==> config.mk <==
export PLATFORM = sky130hd
export DESIGN_NAME = lcd_rx_monitor
export DESIGN_NICKNAME = d
export VERILOG_FILES = /design/src/rtl/lcd_pkg.sv /design/src/rtl/lcd_edge_det.sv /design/src/rtl/lcd_rx_monitor.sv
export SDC_FILE = /design/constraint.sdc
export NUM_CORES = 1
export LEC_CHECK = 0
export ABC_AREA = 1
export BUFFER_PORTS_ARGS = -buffer_cell sky130_fd_sc_hd__buf_2
export CAP_MARGIN = 5
export CORE_MARGIN = 2
export CORE_UTILIZATION = 50
export DETAILED_ROUTE_END_ITERATION = 12
export GPL_TIMING_DRIVEN = 0
export HOLD_SLACK_MARGIN = 0.06
export PLACE_DENSITY = 0.73
export SYNTH_ARGS = -nofsm -noshare
export SYNTH_HDL_FRONTEND = slang
export SYNTH_SLANG_ARGS = --single-unit
export TNS_END_PERCENT = 1
==> constraint.sdc <==
create_clock -name CLK -period 5.4 [get_ports CLK]
set_input_delay 0.81 -clock CLK [delete_from_list [all_inputs] [get_ports CLK]]
set_output_delay 0.81 -clock CLK [all_outputs]
set_load 0.005 [all_outputs]
==> src/rtl/lcd_pkg.sv <==
// lcd_pkg: shared definitions for the LCD receive-side monitor.
//   - lcd_state_e : monitor synchronisation state (SEARCH / SYNCED)
//   - DEF_*       : default panel geometry and counter width
//   - SUM_W       : width of the per-frame pixel checksum
package lcd_pkg;

  typedef enum logic {
    SEARCH = 1'b0,
    SYNCED = 1'b1
  } lcd_state_e;

  localparam int unsigned DEF_H_ACTIVE = 800;
  localparam int unsigned DEF_V_ACTIVE = 480;
  localparam int unsigned DEF_CNT_W    = 11;
  localparam int unsigned SUM_W        = 16;

endpackage

==> src/rtl/lcd_edge_det.sv <==
// lcd_edge_det: registered edge detector with sample enable.
//   clk, rst_n : clock, asynchronous active-low reset
//   en         : sample enable; the stored previous value only advances when en = 1
//   d          : signal under observation
//   rise, fall : single-cycle pulses, valid only in cycles where en = 1
// With en tied high this compares consecutive clock cycles; with en driven
// by a strobe it compares consecutive strobe samples.
module lcd_edge_det (
  input  logic clk,
  input  logic rst_n,
  input  logic en,
  input  logic d,
  output logic rise,
  output logic fall
);

  logic prev_q;
  logic prev_d;

  always_comb begin
    prev_d = prev_q;
    if (en) prev_d = d;
  end

  always_ff @(posedge clk or negedge rst_n) begin
    if (!rst_n) prev_q <= 1'b0;
    else        prev_q <= prev_d;
  end

  assign rise = en &  d & ~prev_q;
  assign fall = en & ~d &  prev_q;

endmodule

==> src/rtl/lcd_rx_monitor.sv <==
// lcd_rx_monitor: receive-side checker for a parallel RGB LCD panel interface.
// Samples NCLK/GREST/HD/VD/DEN/RGB in the CLK domain on each NCLK rising edge,
// rebuilds pixel coordinates, measures line length and frame height and keeps
// a per-frame 16-bit pixel checksum.
//   CLK, RST_n          : system clock, asynchronous active-low reset
//   NCLK                : pixel clock (period >= 2 CLK), sampled on its rising edge
//   GREST, HD, VD       : active-low panel reset / horizontal / vertical sync
//   DEN, R, G, B        : data enable and pixel colour
//   PIX_*               : captured pixel, PIX_VALID pulses one CLK per active pixel
//   LINE_LEN            : DEN count of the last completed line
//   FRAME_LINES/SUM     : line count and checksum of the last committed frame
//   FRAME_DONE          : one-CLK pulse when frame results commit
//   ERR_H, ERR_V, LOCKED: geometry error flags of the last committed frame
//   dbg_state           : current synchronisation state
// Output handshake: PIX_VALID and FRAME_DONE are valid-only pulses with no
// back-pressure; their associated data outputs are stable in the pulse cycle
// and hold until the next event.
module lcd_rx_monitor
  import lcd_pkg::*;
#(
  parameter int unsigned H_ACTIVE = DEF_H_ACTIVE,
  parameter int unsigned V_ACTIVE = DEF_V_ACTIVE,
  parameter int unsigned CNT_W    = DEF_CNT_W
) (
  input  logic             CLK,
  input  logic             RST_n,
  input  logic             NCLK,
  input  logic             GREST,
  input  logic             HD,
  input  logic             VD,
  input  logic             DEN,
  input  logic [7:0]       R,
  input  logic [7:0]       G,
  input  logic [7:0]       B,
  output logic             PIX_VALID,
  output logic [CNT_W-1:0] PIX_X,
  output logic [CNT_W-1:0] PIX_Y,
  output logic [7:0]       PIX_R,
  output logic [7:0]       PIX_G,
  output logic [7:0]       PIX_B,
  output logic [CNT_W-1:0] LINE_LEN,
  output logic [CNT_W-1:0] FRAME_LINES,
  output logic [SUM_W-1:0] FRAME_SUM,
  output logic             FRAME_DONE,
  output logic             ERR_H,
  output logic             ERR_V,
  output logic             LOCKED,
  output lcd_state_e       dbg_state
);

  localparam logic [CNT_W-1:0] H_EXP = CNT_W'(H_ACTIVE);
  localparam logic [CNT_W-1:0] V_EXP = CNT_W'(V_ACTIVE);

  function automatic logic [CNT_W-1:0] sat_inc(input logic [CNT_W-1:0] v);
    return (&v) ? v : v + 1'b1;
  endfunction

  logic pst, hd_fall, vd_fall;
  logic nclk_fall, hd_rise, vd_rise;
  logic unused_edges;
  assign unused_edges = ^{nclk_fall, hd_rise, vd_rise};

  lcd_edge_det u_nclk_det (.clk(CLK), .rst_n(RST_n), .en(1'b1), .d(NCLK),
                           .rise(pst), .fall(nclk_fall));
  lcd_edge_det u_hd_det   (.clk(CLK), .rst_n(RST_n), .en(pst), .d(HD),
                           .rise(hd_rise), .fall(hd_fall));
  lcd_edge_det u_vd_det   (.clk(CLK), .rst_n(RST_n), .en(pst), .d(VD),
                           .rise(vd_rise), .fall(vd_fall));

  lcd_state_e       state_q, state_d;
  logic [CNT_W-1:0] x_q, x_d, y_q, y_d;
  logic [SUM_W-1:0] sum_q, sum_d;
  logic             acc_q, acc_d;
  logic             pix_valid_q, pix_valid_d;
  logic [CNT_W-1:0] pix_x_q, pix_x_d, pix_y_q, pix_y_d;
  logic [7:0]       pix_r_q, pix_r_d, pix_g_q, pix_g_d, pix_b_q, pix_b_d;
  logic [CNT_W-1:0] line_len_q, line_len_d, frame_lines_q, frame_lines_d;
  logic [SUM_W-1:0] frame_sum_q, frame_sum_d;
  logic             frame_done_q, frame_done_d;
  logic             err_h_q, err_h_d, err_v_q, err_v_d, locked_q, locked_d;

  // Within one strobe sample the order is: line close, frame commit, pixel
  // capture. So a line closed on a VD sample belongs to the committed frame,
  // and a DEN pixel on an HD-fall sample starts the new line at X = 0.
  always_comb begin
    state_d       = state_q;
    x_d           = x_q;
    y_d           = y_q;
    sum_d         = sum_q;
    acc_d         = acc_q;
    pix_valid_d   = 1'b0;
    pix_x_d       = pix_x_q;
    pix_y_d       = pix_y_q;
    pix_r_d       = pix_r_q;
    pix_g_d       = pix_g_q;
    pix_b_d       = pix_b_q;
    line_len_d    = line_len_q;
    frame_lines_d = frame_lines_q;
    frame_sum_d   = frame_sum_q;
    frame_done_d  = 1'b0;
    err_h_d       = err_h_q;
    err_v_d       = err_v_q;
    locked_d      = locked_q;

    if (pst) begin
      if (!GREST) begin
        // Panel reset: drop sync, keep committed results.
        state_d  = SEARCH;
        x_d      = '0;
        y_d      = '0;
        sum_d    = '0;
        acc_d    = 1'b0;
        locked_d = 1'b0;
      end else if (state_q == SEARCH) begin
        if (vd_fall) begin
          state_d = SYNCED;
          x_d     = '0;
          y_d     = '0;
          sum_d   = '0;
          acc_d   = 1'b0;
        end
      end else begin
        if (hd_fall) begin
          // A line without any DEN pixel is not a line.
          if (x_q != '0) begin
            line_len_d = x_q;
            y_d        = sat_inc(y_q);
            acc_d      = acc_q | (x_q != H_EXP);
          end
          x_d = '0;
        end
        if (vd_fall) begin
          frame_lines_d = y_d;
          frame_sum_d   = sum_d;
          err_h_d       = acc_d;
          err_v_d       = (y_d != V_EXP);
          locked_d      = !(acc_d || (y_d != V_EXP));
          frame_done_d  = 1'b1;
          x_d           = '0;
          y_d           = '0;
          sum_d         = '0;
          acc_d         = 1'b0;
        end
        if (DEN) begin
          pix_valid_d = 1'b1;
          pix_x_d     = x_d;
          pix_y_d     = y_d;
          pix_r_d     = R;
          pix_g_d     = G;
          pix_b_d     = B;
          x_d         = sat_inc(x_d);
          sum_d       = sum_d + SUM_W'(R) + SUM_W'(G) + SUM_W'(B);
        end
      end
    end
  end

  always_ff @(posedge CLK or negedge RST_n) begin
    if (!RST_n) begin
      state_q       <= SEARCH;
      x_q           <= '0;
      y_q           <= '0;
      sum_q         <= '0;
      acc_q         <= 1'b0;
      pix_valid_q   <= 1'b0;
      pix_x_q       <= '0;
      pix_y_q       <= '0;
      pix_r_q       <= '0;
      pix_g_q       <= '0;
      pix_b_q       <= '0;
      line_len_q    <= '0;
      frame_lines_q <= '0;
      frame_sum_q   <= '0;
      frame_done_q  <= 1'b0;
      err_h_q       <= 1'b0;
      err_v_q       <= 1'b0;
      locked_q      <= 1'b0;
    end else begin
      state_q       <= state_d;
      x_q           <= x_d;
      y_q           <= y_d;
      sum_q         <= sum_d;
      acc_q         <= acc_d;
      pix_valid_q   <= pix_valid_d;
      pix_x_q       <= pix_x_d;
      pix_y_q       <= pix_y_d;
      pix_r_q       <= pix_r_d;
      pix_g_q       <= pix_g_d;
      pix_b_q       <= pix_b_d;
      line_len_q    <= line_len_d;
      frame_lines_q <= frame_lines_d;
      frame_sum_q   <= frame_sum_d;
      frame_done_q  <= frame_done_d;
      err_h_q       <= err_h_d;
      err_v_q       <= err_v_d;
      locked_q      <= locked_d;
    end
  end

  assign PIX_VALID   = pix_valid_q;
  assign PIX_X       = pix_x_q;
  assign PIX_Y       = pix_y_q;
  assign PIX_R       = pix_r_q;
  assign PIX_G       = pix_g_q;
  assign PIX_B       = pix_b_q;
  assign LINE_LEN    = line_len_q;
  assign FRAME_LINES = frame_lines_q;
  assign FRAME_SUM   = frame_sum_q;
  assign FRAME_DONE  = frame_done_q;
  assign ERR_H       = err_h_q;
  assign ERR_V       = err_v_q;
  assign LOCKED      = locked_q;
  assign dbg_state   = state_q;

endmodule

**Word level (Yosys, flattened, before mapping)**

Cells that the tools add are included.

- Output and inout port bits: 90
- Logic and storage cells: 98
- Bits of input ports: 31
- Bits in registers: 132

- Equality and inequality tests: 5
- Add/sub/neg operators: 5
- Bitwise logic cells: 9
- Reduce and logical (&&, ||, !) cells: 10
- Muxes and demuxes: 48

Operators by type and width:

| operator | number |
|---|---|
| $mux 11 | 19 |
| $mux 16 | 7 |
| $add 16x8->16 | 3 |
| $add 11x1->11 const B | 2 |
| $mux 1 | 22 |
| $reduce_and 11->1 | 2 |
| $ne 11x10->1 const B | 1 |
| $ne 11x9->1 const B | 1 |
| $reduce_bool 11->1 | 1 |
| $reduce_and 4->1 | 2 |
| $and 1x1->1 | 5 |
| $reduce_and 5->1 | 1 |
| $ne 2x1->1 const B | 2 |
| $ne 3x1->1 const B | 1 |
| $not 1->1 | 3 |
| $reduce_and 3->1 | 1 |
| $reduce_and 2->1 | 1 |
| $logic_not 1->1 | 1 |
| $logic_or 1x1->1 | 1 |
| $or 1x1->1 | 1 |

**Depth between registers and ports, before layout**

- Depth after elaboration: 14
- Mapped depth: 22
- Gate-level depth less buffers: 21

**By module**

A second synthesis with hierarchy kept.

- Cells, all modules: 886
- Area total of the unflattened synthesis: 7009.2 um^2

By module, submodules not included:

| module | seq. area each (um^2) | area each (um^2) | instances | cells an instance |
|---|---|---|---|---|
| lcd_rx_monitor | 3228.1 | 6832.8 | 1 | 856 |
| lcd_edge_det | 25.0 | 58.8 | 3 | 10 |

**Worst setup path after synthesis**

No wires, ideal clock.

- Kind: input -> register
- From: input B[1]
- To: register sum_q[15]
- Arrival: 3.349 ns
- Buffers on the path: 0
- Setup slack: 1.919 ns
- Setup time: 0.132 ns
- Required time: 5.268 ns
- Stages on the path: 18
- Cell sequence: inv_1 fa_1 fa_1 inv_1 ha_1 fa_1 nand3_1 nand2_1 nand2_1 nand3_1 nand2_1 nand2_1 nand2_1 inv_1 nand2_1 o21ai_0 nand3_1 o21ai_0

- Longest elaborated chain between the ends: 4

Ends and longest elaborated chain:

| item | line | RTL |
|---|---|---|
| start: declaration | lcd_rx_monitor.sv:34 | `input logic [7:0] B,` |
| $add 16x8->16 | lcd_rx_monitor.sv:152 | `sum_d = sum_d + SUM_W'(R) + SUM_W'(G) + SUM_W'(B);` |
| $mux 16 | lcd_rx_monitor.sv:144 | `if (DEN) begin` |
| $mux 16 | lcd_rx_monitor.sv:114 | `end else if (state_q == SEARCH) begin` |
| $mux 16 | lcd_rx_monitor.sv:106 | `if (!GREST) begin` |
| end signal: assignment | lcd_rx_monitor.sv:182 | `sum_q <= sum_d;` |
| end: declaration | lcd_rx_monitor.sv:72 | `logic [SUM_W-1:0] sum_q, sum_d;` |

Every way passes these cells.
A chain may end at the register's enable or synchronous reset.

**Worst setup path after layout**

- From: input NCLK
- To: register sum_q[15]

- Longest elaborated chain between the ends: 13

Ends and longest elaborated chain:

| item | line | RTL |
|---|---|---|
| start: declaration | lcd_rx_monitor.sv:27 | `input logic NCLK,` |
| $and 1x1->1 (*) | lcd_edge_det.sv:30 | `assign rise = en & d & ~prev_q;` |
| $and 1x1->1 (2 in a row) | lcd_edge_det.sv:31 | `assign fall = en & ~d & prev_q;` |
| $mux 16 | lcd_rx_monitor.sv:132 | `if (vd_fall) begin` |
| $mux 16 | lcd_rx_monitor.sv:114 |  |
| $mux 16 | lcd_rx_monitor.sv:106 |  |
| $mux 16 | lcd_rx_monitor.sv:105 | `if (pst) begin` |
| $add 16x8->16 (3 in a row) | lcd_rx_monitor.sv:152 |  |
| $mux 16 | lcd_rx_monitor.sv:144 |  |
| $mux 16 | lcd_rx_monitor.sv:114 |  |
| $mux 16 | lcd_rx_monitor.sv:106 |  |

Every way passes the cells marked *; elsewhere a longest branch is shown, timed or not. The select of a mux whose other input is x is not followed.

==> impl_metrics.sql <==
INSERT INTO impl_metrics (metric_group, metric, value, unit) VALUES
('synthesis', 'muxShareOfSynthArea', '0.163', '%'),
('synthesis', 'syn-num-nets', '905', ''),
('synthesis', 'post_synth_most_frequent_cells', 'sky130_fd_sc_hd__nand2_1 (218), sky130_fd_sc_hd__dfrtp_1 (132), sky130_fd_sc_hd__inv_1 (112), sky130_fd_sc_hd__o21ai_0 (105), sky130_fd_sc_hd__nand3_1 (52)', ''),
('synthesis', 'mappedNetlistArea', '0.00691', 'sq mm'),
('grt', 'grt_usage', '26.0', '%'),
('critical_path', 'critical_path_required', '5.69', 'ns'),
('critical_path', 'r2r.worst_path.cells', '21', ''),
('synthesis', 'synth_sequential_area_ratio', '47.8', '%'),
('clock_network', 'cts-htree-levels', '4', ''),
('layout', 'area_growth', '20.8', '%'),
('critical_path', 'reg2reg_slack', '1.57', 'ns'),
('critical_path', 'timing.rr.start', 'u_nclk_det.prev_q$_DFF_PN0_', ''),
('synthesis', 'synth-edff-count', '0', ''),
('grt', 'first_global_vias', '5827', ''),
('synthesis', 'synth_adder_area_share', '6.99', '%'),
('clock_network', 'clkLatencyLatePin', '0.43', 'ns'),
('route', 'wirelength', '17900', 'um'),
('route', 'drc', '0', ''),
('timing', 'fin_skew', '0.00553', 'ns'),
('synthesis', 'synth-warning-count', '0', ''),
('synthesis', 'post_synth.cell_area_avg', '8.18', 'sq um'),
('timing', 'hold_viol_final', '0', ''),
('critical_path', 'crit_path_max_fanout', '10', ''),
('timing', 'max_freq', '0.257', 'GHz'),
('placement', 'instance_area_after_placement', '0.00777', 'sq mm'),
('critical_path', 'timing.setup.critical_path_class', 'primary input to flip-flop', ''),
('outcome', 'outcome', 'finished clean', ''),
('floorplan', 'pin_count', '121', ''),
('timing', 'setup_repair_after_global_routing_missed_its_margin', 'no', ''),
('timing', 'post-route-min-period', '3.90', 'ns'),
('layout', 'finish.utilization', '62.6', '%'),
('floorplan', 'floorplan.die.height', '122', 'um'),
('placement', 'place_ws', '1.11', 'ns'),
('critical_path', 'critical_path.startpoint_type', 'primary input', ''),
('synthesis', 'synth.most_common_cell', 'sky130_fd_sc_hd__nand2_1', ''),
('clock_network', 'cts_inserted_buffers', '17', ''),
('floorplan', 'design.core.area', '0.0133', 'sq mm'),
('pwr', 'fin_total_pwr', '2.68', 'mW'),
('synthesis', 'synth_top_flop_cell', 'sky130_fd_sc_hd__dfrtp_1', ''),
('critical_path', 'arrival', '4.19', 'ns'),
('timing', 'slew_violations', '0', ''),
('synthesis', 'synth_simple_gate_area_share', '23.4', '%'),
('placement', 'gpl.final_weighted_congestion', '0.901', ''),
('clock_network', 'clock_sinks', '132', ''),
('layout', 'final_design_area_no_fill', '0.00835', 'sq mm'),
('clock_network', 'cts-root-to-sink-buffers', '2', ''),
('grt', 'globalRouteOverflowTotal', '0', ''),
('timing', 'maxSlewHeadroom', '51.6', '%'),
('synthesis', 'synth_top_area_share', '47.8', '%'),
('synthesis', 'post-synth-top-area-cell', 'sky130_fd_sc_hd__dfrtp_1', ''),
('clock_network', 'cts.repair.resized', '0', ''),
('timing', 'hold-worst-slack', '0.321', 'ns'),
('layout', 'drive_gt1_share', '18.9', '%'),
('timing', 'totalNegativeSetupSlack', '0', 'ns'),
('synthesis', 'number_of_different_library_cells_in_the_post_synthesis_netlist', '38', ''),
('timing', 'fin_ws', '1.50', 'ns'),
('synthesis', 'synth.top_cells.by_area', 'sky130_fd_sc_hd__dfrtp_1 (48%), sky130_fd_sc_hd__nand2_1 (12%), sky130_fd_sc_hd__o21ai_0 (7.6%), sky130_fd_sc_hd__inv_1 (6.1%), sky130_fd_sc_hd__fa_1 (4.6%)', ''),
('floorplan', 'die_area', '0.0148', 'sq mm'),
('route', 'detailroute.via_count', '6117', ''),
('synthesis', 'synth_xor_area_share', '1.39', '%'),
('grt', 'antenna_found_initial', '0', ''),
('placement', 'numPortBuffers', '120', ''),
('synthesis', 'main_combinational_cell_family_by_area_after_synthesis', 'simple AND/OR/NAND/NOR gates', ''),
('layout', 'design.final.nets', '1045', ''),
('clock_network', 'hold_buffers', '0', ''),
('hold_path', 'hold_path_class', 'primary input to async pin', ''),
('critical_path', 'critical_path.reg2reg.endpoint', 'sum_q[15]$_DFFE_PN0N_', ''),
('layout', 'layout_fillers', '1215', ''),
('floorplan', 'start_util', '51.8', '%'),
('layout', 'n_antenna_cell', '0', ''),
('synthesis', 'synth_cells', '845', '');
-- final cells by class --
| class | count | area [sq um] | area share [%] |
|---|---|---|---|
| Multi-Input combinational cell | 565 | 3040 | 36.4 |
| Clock inverter | 10 | 105 | 1.26 |
| Buffer | 27 | 115 | 1.38 |
| Timing Repair Buffer | 121 | 634 | 7.60 |
| Sequential cell | 132 | 3300 | 39.6 |
| Inverter | 121 | 455 | 5.45 |
| Clock buffer | 21 | 480 | 5.75 |
| Tap cell | 176 | 220 | 2.64 |
-- kinds of logic (layout without fill, tap and decap cells) --
group	Yosys count	count (layout)
compound gates	157	157
xor+xnor	11	11
fa+ha+maj	29	29
buf+inv	148	300
flops	132	132
mux	1	1
simple gates	367	367
-- placed cells by master (no fill, tap or decap), types with 4 or more instances in the layout --
cell / netlist / routed
sky130_fd_sc_hd__clkbuf_8: 0 / 4
sky130_fd_sc_hd__xnor2_1: 4 / 4
sky130_fd_sc_hd__nand2_1: 218 / 218
sky130_fd_sc_hd__clkbuf_16: 0 / 17
sky130_fd_sc_hd__o21ai_1: 12 / 12
sky130_fd_sc_hd__clkbuf_1: 19 / 19
sky130_fd_sc_hd__inv_2: 8 / 8
sky130_fd_sc_hd__dfrtp_1: 132 / 132
sky130_fd_sc_hd__nand3_1: 52 / 52
sky130_fd_sc_hd__a22oi_1: 4 / 4
sky130_fd_sc_hd__buf_2: 5 / 124
sky130_fd_sc_hd__a21oi_1: 15 / 15
sky130_fd_sc_hd__nand4_1: 18 / 18
sky130_fd_sc_hd__clkinv_2: 1 / 7
sky130_fd_sc_hd__nor3_1: 7 / 7
sky130_fd_sc_hd__inv_1: 112 / 112
sky130_fd_sc_hd__fa_1: 16 / 16
sky130_fd_sc_hd__o21ai_0: 105 / 105
sky130_fd_sc_hd__ha_1: 13 / 13
sky130_fd_sc_hd__nor2_1: 51 / 51
sky130_fd_sc_hd__xor2_1: 7 / 7
sky130_fd_sc_hd__o22ai_1: 14 / 14
-- how the worst max path moves through the flow --
stage / from / endpoint / slack [ns] / depth (start not counted)
2_1_floorplan: B[1] / sum_q[15]$_DFFE_PN0N_ / 1.92 / 18
3_3_place_gp: NCLK / sum_q[15]$_DFFE_PN0N_ / 1.18 / 21
3_5_place_dp: NCLK / sum_q[15]$_DFFE_PN0N_ / 1.11 / 21
4_1_cts: NCLK / sum_q[15]$_DFFE_PN0N_ / 1.56 / 21
5_1_grt: NCLK / sum_q[15]$_DFFE_PN0N_ / 1.14 / 21
6_report: NCLK / sum_q[15]$_DFFE_PN0N_ / 1.50 / 21
-- registers in the layout, indices dropped and copies added, names as in the netlist, 11 cells and up --
signal	flops
PIX_X	11
FRAME_SUM	16
FRAME_LINES	11
sum_q	16
LINE_LEN	11
x_q	11
y_q	11
PIX_Y	11
-- metal layers --
layer / track usage, % / vias up / routed length (um)
met3: 4.96 / 24 / 1090
met2: 39.9 / 201 / 7910
li1: - / 3022 / -
met1: 37.4 / 2870 / 8510
met5: 0 / - / 0
met4: 8.55 / 0 / 341
-- worst max-delay path, cell delays in order --
cell and delay [ns]:
sky130_fd_sc_hd__buf_2 0.13, sky130_fd_sc_hd__nand2_4 0.11, sky130_fd_sc_hd__nor3_4 0.45, sky130_fd_sc_hd__clkbuf_1 0.46, sky130_fd_sc_hd__nor2_1 0.11, sky130_fd_sc_hd__inv_1 0.09, sky130_fd_sc_hd__fa_1 0.40, sky130_fd_sc_hd__inv_1 0.08
sky130_fd_sc_hd__ha_1 0.25, sky130_fd_sc_hd__fa_1 0.25, sky130_fd_sc_hd__nand3_1 0.09, sky130_fd_sc_hd__nand2_1 0.13, sky130_fd_sc_hd__nand2_1 0.07, sky130_fd_sc_hd__nand3_1 0.12, sky130_fd_sc_hd__nand2_1 0.06, sky130_fd_sc_hd__nand2_1 0.08
sky130_fd_sc_hd__nand2_1 0.10, sky130_fd_sc_hd__inv_1 0.12, sky130_fd_sc_hd__nand4_1 0.09, sky130_fd_sc_hd__nand3_1 0.09, sky130_fd_sc_hd__o21ai_0 0.07
-- report_power, final --
group / leakage [nW] / total (mW) / switching [mW] / internal [mW]
combinational: 2.28 / 0.468 / 0.289 / 0.179
sequential: 1.81 / 1.07 / 0.0298 / 1.04
clock: 0.290 / 1.14 / 0.424 / 0.719
total: 4.38 / 2.68 / 0.742 / 1.94
(Power assumes the default switching activity.)
